File: config.mk
export PLATFORM = sky130hd
export DESIGN_NAME = alu_dispatch
export DESIGN_NICKNAME = d
export VERILOG_FILES = /design/src/rtl/alu_dispatch.sv
export SDC_FILE = /design/constraint.sdc
export NUM_CORES = 1
export LEC_CHECK = 0
export ABC_CLOCK_PERIOD_IN_PS = 1450
export CORE_ASPECT_RATIO = 0.9
export CORE_MARGIN = 2
export CORE_UTILIZATION = 37
export CTS_CLUSTER_SIZE = 30
export DETAILED_ROUTE_END_ITERATION = 8
export GPL_ROUTABILITY_DRIVEN = 0
export PLACE_DENSITY = 0.76
export SYNTH_ARGS = -nofsm -noshare
export SYNTH_HDL_FRONTEND = slang
export SYNTH_SLANG_ARGS = --single-unit
File: constraint.sdc
create_clock -name wire_clock -period 1.45 [get_ports wire_clock]
set_input_delay 0.29 -clock wire_clock [delete_from_list [all_inputs] [get_ports wire_clock]]
set_output_delay 0.29 -clock wire_clock [all_outputs]
set_load 0.1 [all_outputs]
File: src/rtl/alu_dispatch.sv
// rtl/alu_dispatch.sv - issue stage feeding the 16-bit multi-cycle ALU
// Optional DIV0_TRAP_EN: div/mod by zero suppresses writeback and raises div0_trap.
module alu_dispatch #(
    parameter logic [15:0] FR_RESET   = 16'h0000,
    parameter int unsigned EXTRA_WAIT = 0
) (
    input  logic        wire_clock,
    input  logic        wire_reset,
    input  logic        instr_valid,
    output logic        instr_ready,
    input  logic [15:0] instr,
    output logic [2:0]  rf_addr_a,
    output logic [2:0]  rf_addr_b,
    input  logic [15:0] rf_data_a,
    input  logic [15:0] rf_data_b,
    output logic        wb_en,
    output logic [2:0]  wb_addr,
    output logic [15:0] wb_data,
    output logic        enable_alu,
    output logic [15:0] alu_m3,
    output logic [15:0] alu_m4,
    output logic [5:0]  alu_opCode,
    output logic [15:0] alu_FR_in,
    output logic        alu_useCarry,
    output logic        alu_dec,
    output logic [2:0]  alu_flagToShifthAndRot,
    input  logic [15:0] alu_m2,
    input  logic [15:0] alu_FR_out,
    output logic [15:0] fr,
    output logic        done,
`ifdef DIV0_TRAP_EN
    output logic        div0_trap,
`endif
    output logic        illegal
);

    localparam logic [5:0] OP_ADD = 6'b100000;
    localparam logic [5:0] OP_SUB = 6'b100001;
    localparam logic [5:0] OP_MUL = 6'b100010;
    localparam logic [5:0] OP_DIV = 6'b100011;
    localparam logic [5:0] OP_INC = 6'b100100;
    localparam logic [5:0] OP_MOD = 6'b100101;
    localparam logic [5:0] OP_AND = 6'b010010;
    localparam logic [5:0] OP_OR  = 6'b010011;
    localparam logic [5:0] OP_XOR = 6'b010100;
    localparam logic [5:0] OP_NOT = 6'b010101;
    localparam logic [5:0] OP_CMP = 6'b010110;
    localparam logic [5:0] OP_SHR = 6'b010000;

    typedef enum logic [2:0] {
        IDLE  = 3'd0,
        LATCH = 3'd1,
        EXEC  = 3'd2,
        GAP   = 3'd3,
        WB    = 3'd4
    } state_t;

    typedef struct packed {
        logic [1:0]  lat;
        logic        writes;
        logic [15:0] mask;
    } op_info_t;

    function automatic logic op_legal(input logic [5:0] op);
        case (op)
            OP_ADD, OP_SUB, OP_MUL, OP_DIV, OP_INC, OP_MOD,
            OP_AND, OP_OR, OP_XOR, OP_NOT, OP_CMP, OP_SHR: return 1'b1;
            default: return 1'b0;
        endcase
    endfunction

    // Default entry covers the logic ops: LAT 2, writes rx, zero flag only.
    function automatic op_info_t op_decode(input logic [5:0] op);
        op_info_t d;
        d.lat    = 2'd2;
        d.writes = 1'b1;
        d.mask   = 16'h1000;
        case (op)
            OP_ADD: d.mask = 16'h1800;
            OP_SUB: begin d.lat = 2'd3; d.mask = 16'h1040; end
            OP_MUL: d.mask = 16'h1400;
            OP_DIV, OP_MOD: d.mask = 16'h1200;
            OP_INC: begin d.lat = 2'd1; d.mask = 16'h0000; end
            OP_CMP: begin d.lat = 2'd1; d.writes = 1'b0; d.mask = 16'hE000; end
            OP_SHR: begin d.lat = 2'd1; d.mask = 16'h0000; end
            default: ;
        endcase
        return d;
    endfunction

    state_t      state;
    logic [15:0] instr_q;
    op_info_t    info_q;
    logic [2:0]  cnt;
    logic [5:0]  op_q;
    logic [15:0] fr_merge;

    assign op_q        = instr_q[15:10];
    assign instr_ready = (state == IDLE);
    assign rf_addr_a   = instr_q[9:7];
    assign rf_addr_b   = instr_q[6:4];
    assign alu_FR_in   = fr;
    assign fr_merge    = (fr & ~info_q.mask) | (alu_FR_out & info_q.mask);

`ifdef DIV0_TRAP_EN
    logic div0_hit;
    assign div0_hit = ((op_q == OP_DIV) || (op_q == OP_MOD)) && (alu_m4 == 16'h0000);
`endif

    always_ff @(posedge wire_clock) begin
        if (wire_reset) begin
            state                  <= IDLE;
            instr_q                <= 16'h0000;
            info_q                 <= '0;
            cnt                    <= 3'd0;
            enable_alu             <= 1'b0;
            wb_en                  <= 1'b0;
            wb_addr                <= 3'd0;
            wb_data                <= 16'h0000;
            done                   <= 1'b0;
            illegal                <= 1'b0;
            alu_m3                 <= 16'h0000;
            alu_m4                 <= 16'h0000;
            alu_opCode             <= 6'd0;
            alu_useCarry           <= 1'b0;
            alu_dec                <= 1'b0;
            alu_flagToShifthAndRot <= 3'd0;
            fr                     <= FR_RESET;
`ifdef DIV0_TRAP_EN
            div0_trap              <= 1'b0;
`endif
        end else begin
            wb_en   <= 1'b0;
            done    <= 1'b0;
            illegal <= 1'b0;
`ifdef DIV0_TRAP_EN
            div0_trap <= 1'b0;
`endif
            case (state)
                IDLE: begin
                    if (instr_valid) begin
                        instr_q <= instr;
                        info_q  <= op_decode(instr[15:10]);
                        if (op_legal(instr[15:10])) begin
                            state <= LATCH;
                        end else begin
                            // Retire straight away; the ALU is never touched.
                            state   <= WB;
                            done    <= 1'b1;
                            illegal <= 1'b1;
                        end
                    end
                end
                LATCH: begin
                    alu_m3     <= rf_data_a;
                    alu_m4     <= (op_q == OP_SHR) ? {12'h000, instr_q[3:0]} : rf_data_b;
                    alu_opCode <= op_q;
                    alu_useCarry <= ((op_q == OP_ADD) || (op_q == OP_SUB)) && instr_q[0];
                    alu_dec    <= (op_q == OP_INC) && instr_q[0];
                    alu_flagToShifthAndRot <= (op_q == OP_SHR) ? instr_q[6:4] : 3'd0;
                    cnt        <= {1'b0, info_q.lat} + 3'(EXTRA_WAIT);
                    enable_alu <= 1'b1;
                    state      <= EXEC;
                end
                EXEC: begin
                    if (cnt == 3'd0) begin
                        enable_alu <= 1'b0;
                        state      <= GAP;
                    end else begin
                        cnt <= cnt - 3'd1;
                    end
                end
                GAP: begin
                    // Results land in the WB-cycle outputs so done, wb_en and fr align.
                    wb_data <= alu_m2;
                    wb_addr <= instr_q[9:7];
                    done    <= 1'b1;
                    state   <= WB;
`ifdef DIV0_TRAP_EN
                    if (div0_hit) begin
                        wb_en     <= 1'b0;
                        fr        <= fr_merge | 16'h0200;
                        div0_trap <= 1'b1;
                    end else begin
                        wb_en <= info_q.writes;
                        fr    <= fr_merge;
                    end
`else
                    wb_en <= info_q.writes;
                    fr    <= fr_merge;
`endif
                end
                WB: begin
                    state <= IDLE;
                end
                default: state <= IDLE;
            endcase
        end
    end

endmodule
==> metrics.md <==
| Metric | Value |
|---|---|
| Worst min path class | `in2reg` |
| Vias | `3,883` |
| Die Wd | `approximately 110 µm` |
| Min Tclk post-route | `1.55 ns` |
| Clock Path Buffers | `2` |
| Die ar. | `11,800 µm²` |
| Synthesized area per cell | `roughly 9 µm²` |
| Port bufs | `about 160` |
| Unrepaired setup endpoints after global routing | `yes` |
| Arrival time worst endpoint | `1.26 ns` |
| VDD IR-drop max | `0.000658 V` |
| Worst setup margin | `-0.101 ns` |
| Fmax | `645 MHz` |
| WL/cell | `16.3 µm` |
| Slowest stage delay, CP | `0.35 ns` |
| Starting Density | `37.7%` |
| Endpoint class of the critical path | `primary output` |
| GRT overflow | `0` |
| Final setup vio count | `3` |
| CTS tree | `done` |
| Hold Slack | `0.418 ns` |
| Antenna diodes | `0` |
| Antenna violations before repair | `0` |
| Root Buffer | `clkbuf_16` |
| Maxcap violations | `0` |
| CP dominant cell by count | `buf_6` |
| Worst path cell trace | `buf_6, nor3_4, buf_6, buf_12` |
| Layout cells sized above 1 | `30.7%` |
| Clk_skew | `between 0.01 and 0.015 ns` |
| Worst-path clk slew | `0.07 ns` |
| Top-area cell type share of the netlist area | `51.9%` |
| Drt drc | `0` |
| Buf/Inv on CP | `3` |
| Top cells by area, synth | `dfxtp_1 (52%), nand2_1 (9.5%), a22o_1 (7.8%)` |
| Pwr Total | `6.96 mW` |
| Seq/Total Area, Yosys | `51.9%` |
| Dominant cell type by area after synthesis | `dfxtp_1` |
| Post-DP HPWL | `8690 µm` |
| Drt first-iter violations | `151` |
| Via density | `5.08` |
| Core Util, Final | `68.2%` |
| Global-route usage over all layers | `between 15 and 20%` |
| Commonest non-fill, non-tap cell in the layout | `nand2_1` |
| FFs w/ async S/R, synth | `0%` |
| Distinct cell type count after synthesis | `47` |
| CP max stage cell | `dfxtp_4` |
| Failing checks | `negative setup slack` |
| Antenna viol nets, final | `0` |
| Final Hold Viols | `0` |
| Fillers | `roughly 760` |
| I/O pin cnt | `between 150 and 200` |
| Mapped cell area | `slightly above 4000 µm²` |
| Largest net degree at the start of global routing | `41` |
| Status | `complete, but fails checks` |
| Total CTS buffers | `9` |
| Predominant post-synthesis flop cell | `dfxtp_1` |
| Leak | `2.85 nW` |
| Most frequent cells in the layout | `nand2_1 (102), dfxtp_1 (93), buf_12 (91), clkdlybuf4s50_1 (71), a21oi_1 (54)` |
| Core Box Area | `10,800 µm²` |
| Post-synth EDFFs | `0` |
| Skew-Pair Late Insertion Delay | `0.35 ns` |
| Crit-path max FO | `3` |
| Max H-tree Level | `3` |
| Top delay family on crit path | `buffers and inverters` |
| Pwr per Cell Area | `roughly 950 nW/µm²` |
| Vias in the first global route | `between 3,000 and 4,000` |
| Sink Count | `between 100 and 150` |
| Max Slew Vio Count | `0` |
| Drt first pass iters | `4` |
| FF+latch count, synth | `105` |
| Startpoint type of the worst setup path | `flop` |
| CP Class | `reg2out` |
| Post-Syn Instances | `448` |
| R2R setup slack | `-0.02 ns` |
| First-pass GRT wire length | `18,500 µm` |
| P&R area growth vs syn | `81.0%` |
| Yosys Warn Count | `0` |
| Die height | `103 µm` |
| CP required | `between 1 and 1.5 ns` |
| Nets | `712` |
| Routed wire length | `12,500 µm` |
| # rows | `36` |
| Period utilisation layout | `107%` |
[tightest hold or removal path: stages]
cell and delay (ns):
dlymetal6s2s_1 0.16, buf_6 0.15, nand2_1 0.05, a21oi_1 0.05
[synthesized netlist by cell type (2+ instances only)]
library cell and count:
ha_1 2, mux2i_1 5, nor2b_1 2, nand2b_1 4, nand3_1 9, buf_6 3
and2_1 2, nand4b_1 2, clkbuf_1 19, nor3_1 3, nor4_1 2, nand2_1 103
nor3b_1 2, or3_1 3, dfxtp_1 105, o21ai_0 9, a21oi_1 56, buf_4 30
inv_1 3, a21boi_1 2, o31ai_1 3, nor2_1 11, o21ai_1 2, buf_2 8
a22o_1 36
[report_power, final]
| group | internal [mW] | switching (mW) |
|---|---|---|
| Sequential | 2.96 | 0.0816 |
| Clock | 1.44 | 1.10 |
| Combinational | 0.539 | 0.838 |
| Total | 4.94 | 2.02 |
[registers in the layout, summed over array words and instances (netlist names), 6 cells and up, named ones only]
register    flops
alu_opCode      6
alu_m3         16
instr_q        16
wb_data        16
alu_m4         16
info_q          9
[cell type report]
class	count	area, µm²	share of cell area (%)
repair buffers	210	2940	40.1
flip-flops and latches	105	2120	28.9
multi-input cells	298	1780	24.2
clock buffers	11	253	3.44
well taps	133	166	2.27
clock inverters	5	61.3	0.835
inverters	3	11.3	0.153
[repair_timing]
item                       CTS  global route
gates resized for setup     14            31
gates cloned                 1             3
pin swaps                    1             6
hold buffers                 0             0
setup endpoints to repair   75            49
setup buffers                2             3
[per-stage QoR]
stage | cell area [µm²] | worst slack [ns] | TNS, ns | cells
2_1_floorplan | 4150 | -0.610 | -14.51 | 463
3_3_place_gp | 6780 | -0.262 | -14.80 | 740
3_5_place_dp | 6780 | -0.305 | -16.43 | 740
4_1_cts | 7160 | -0.126 | -0.162 | 759
5_1_grt | 7340 | -0.155 | -0.978 | 765
6_report | 7340 | -0.101 | -0.122 | 765
[final timing paths]
check / to / start / depth (start not counted)
worst max register to register: info_q[9] / state[2] / 6
worst min-delay path: instr_q[11] / instr[11] / 4
worst min register to register: instr_q[1] / instr_q[1] / 2
worst max-delay path: instr_ready / state[2] / 4
[logic make-up (layout without fill, tap and decap cells)]
group                      after synthesis  after routing  synth area share, %
AOI/OAI and AO/OA                      117            117                 19.1
DFF                                    105            105                 51.9
muxes                                    5              5                 1.23
other                                    1             16               0.0925
adders and majority gates                2              2                0.617
xor gates and xnor gates                 1              1                0.216
and+or+nand+nor                        154            157                 17.5
buffers and inverters                   63            229                 9.41
[routing by layer]
layer / GRT usage, % / part of all wire (%) / vias up
met5: 0 / 0 / -
met4: 5.07 / 1.5 / 0
met3: 8.22 / 9.4 / 17
met2: 34.5 / 50 / 173
met1: 23.0 / 39 / 1841
li1: - / - / 1852
Power figures use the tool's default switching activity.
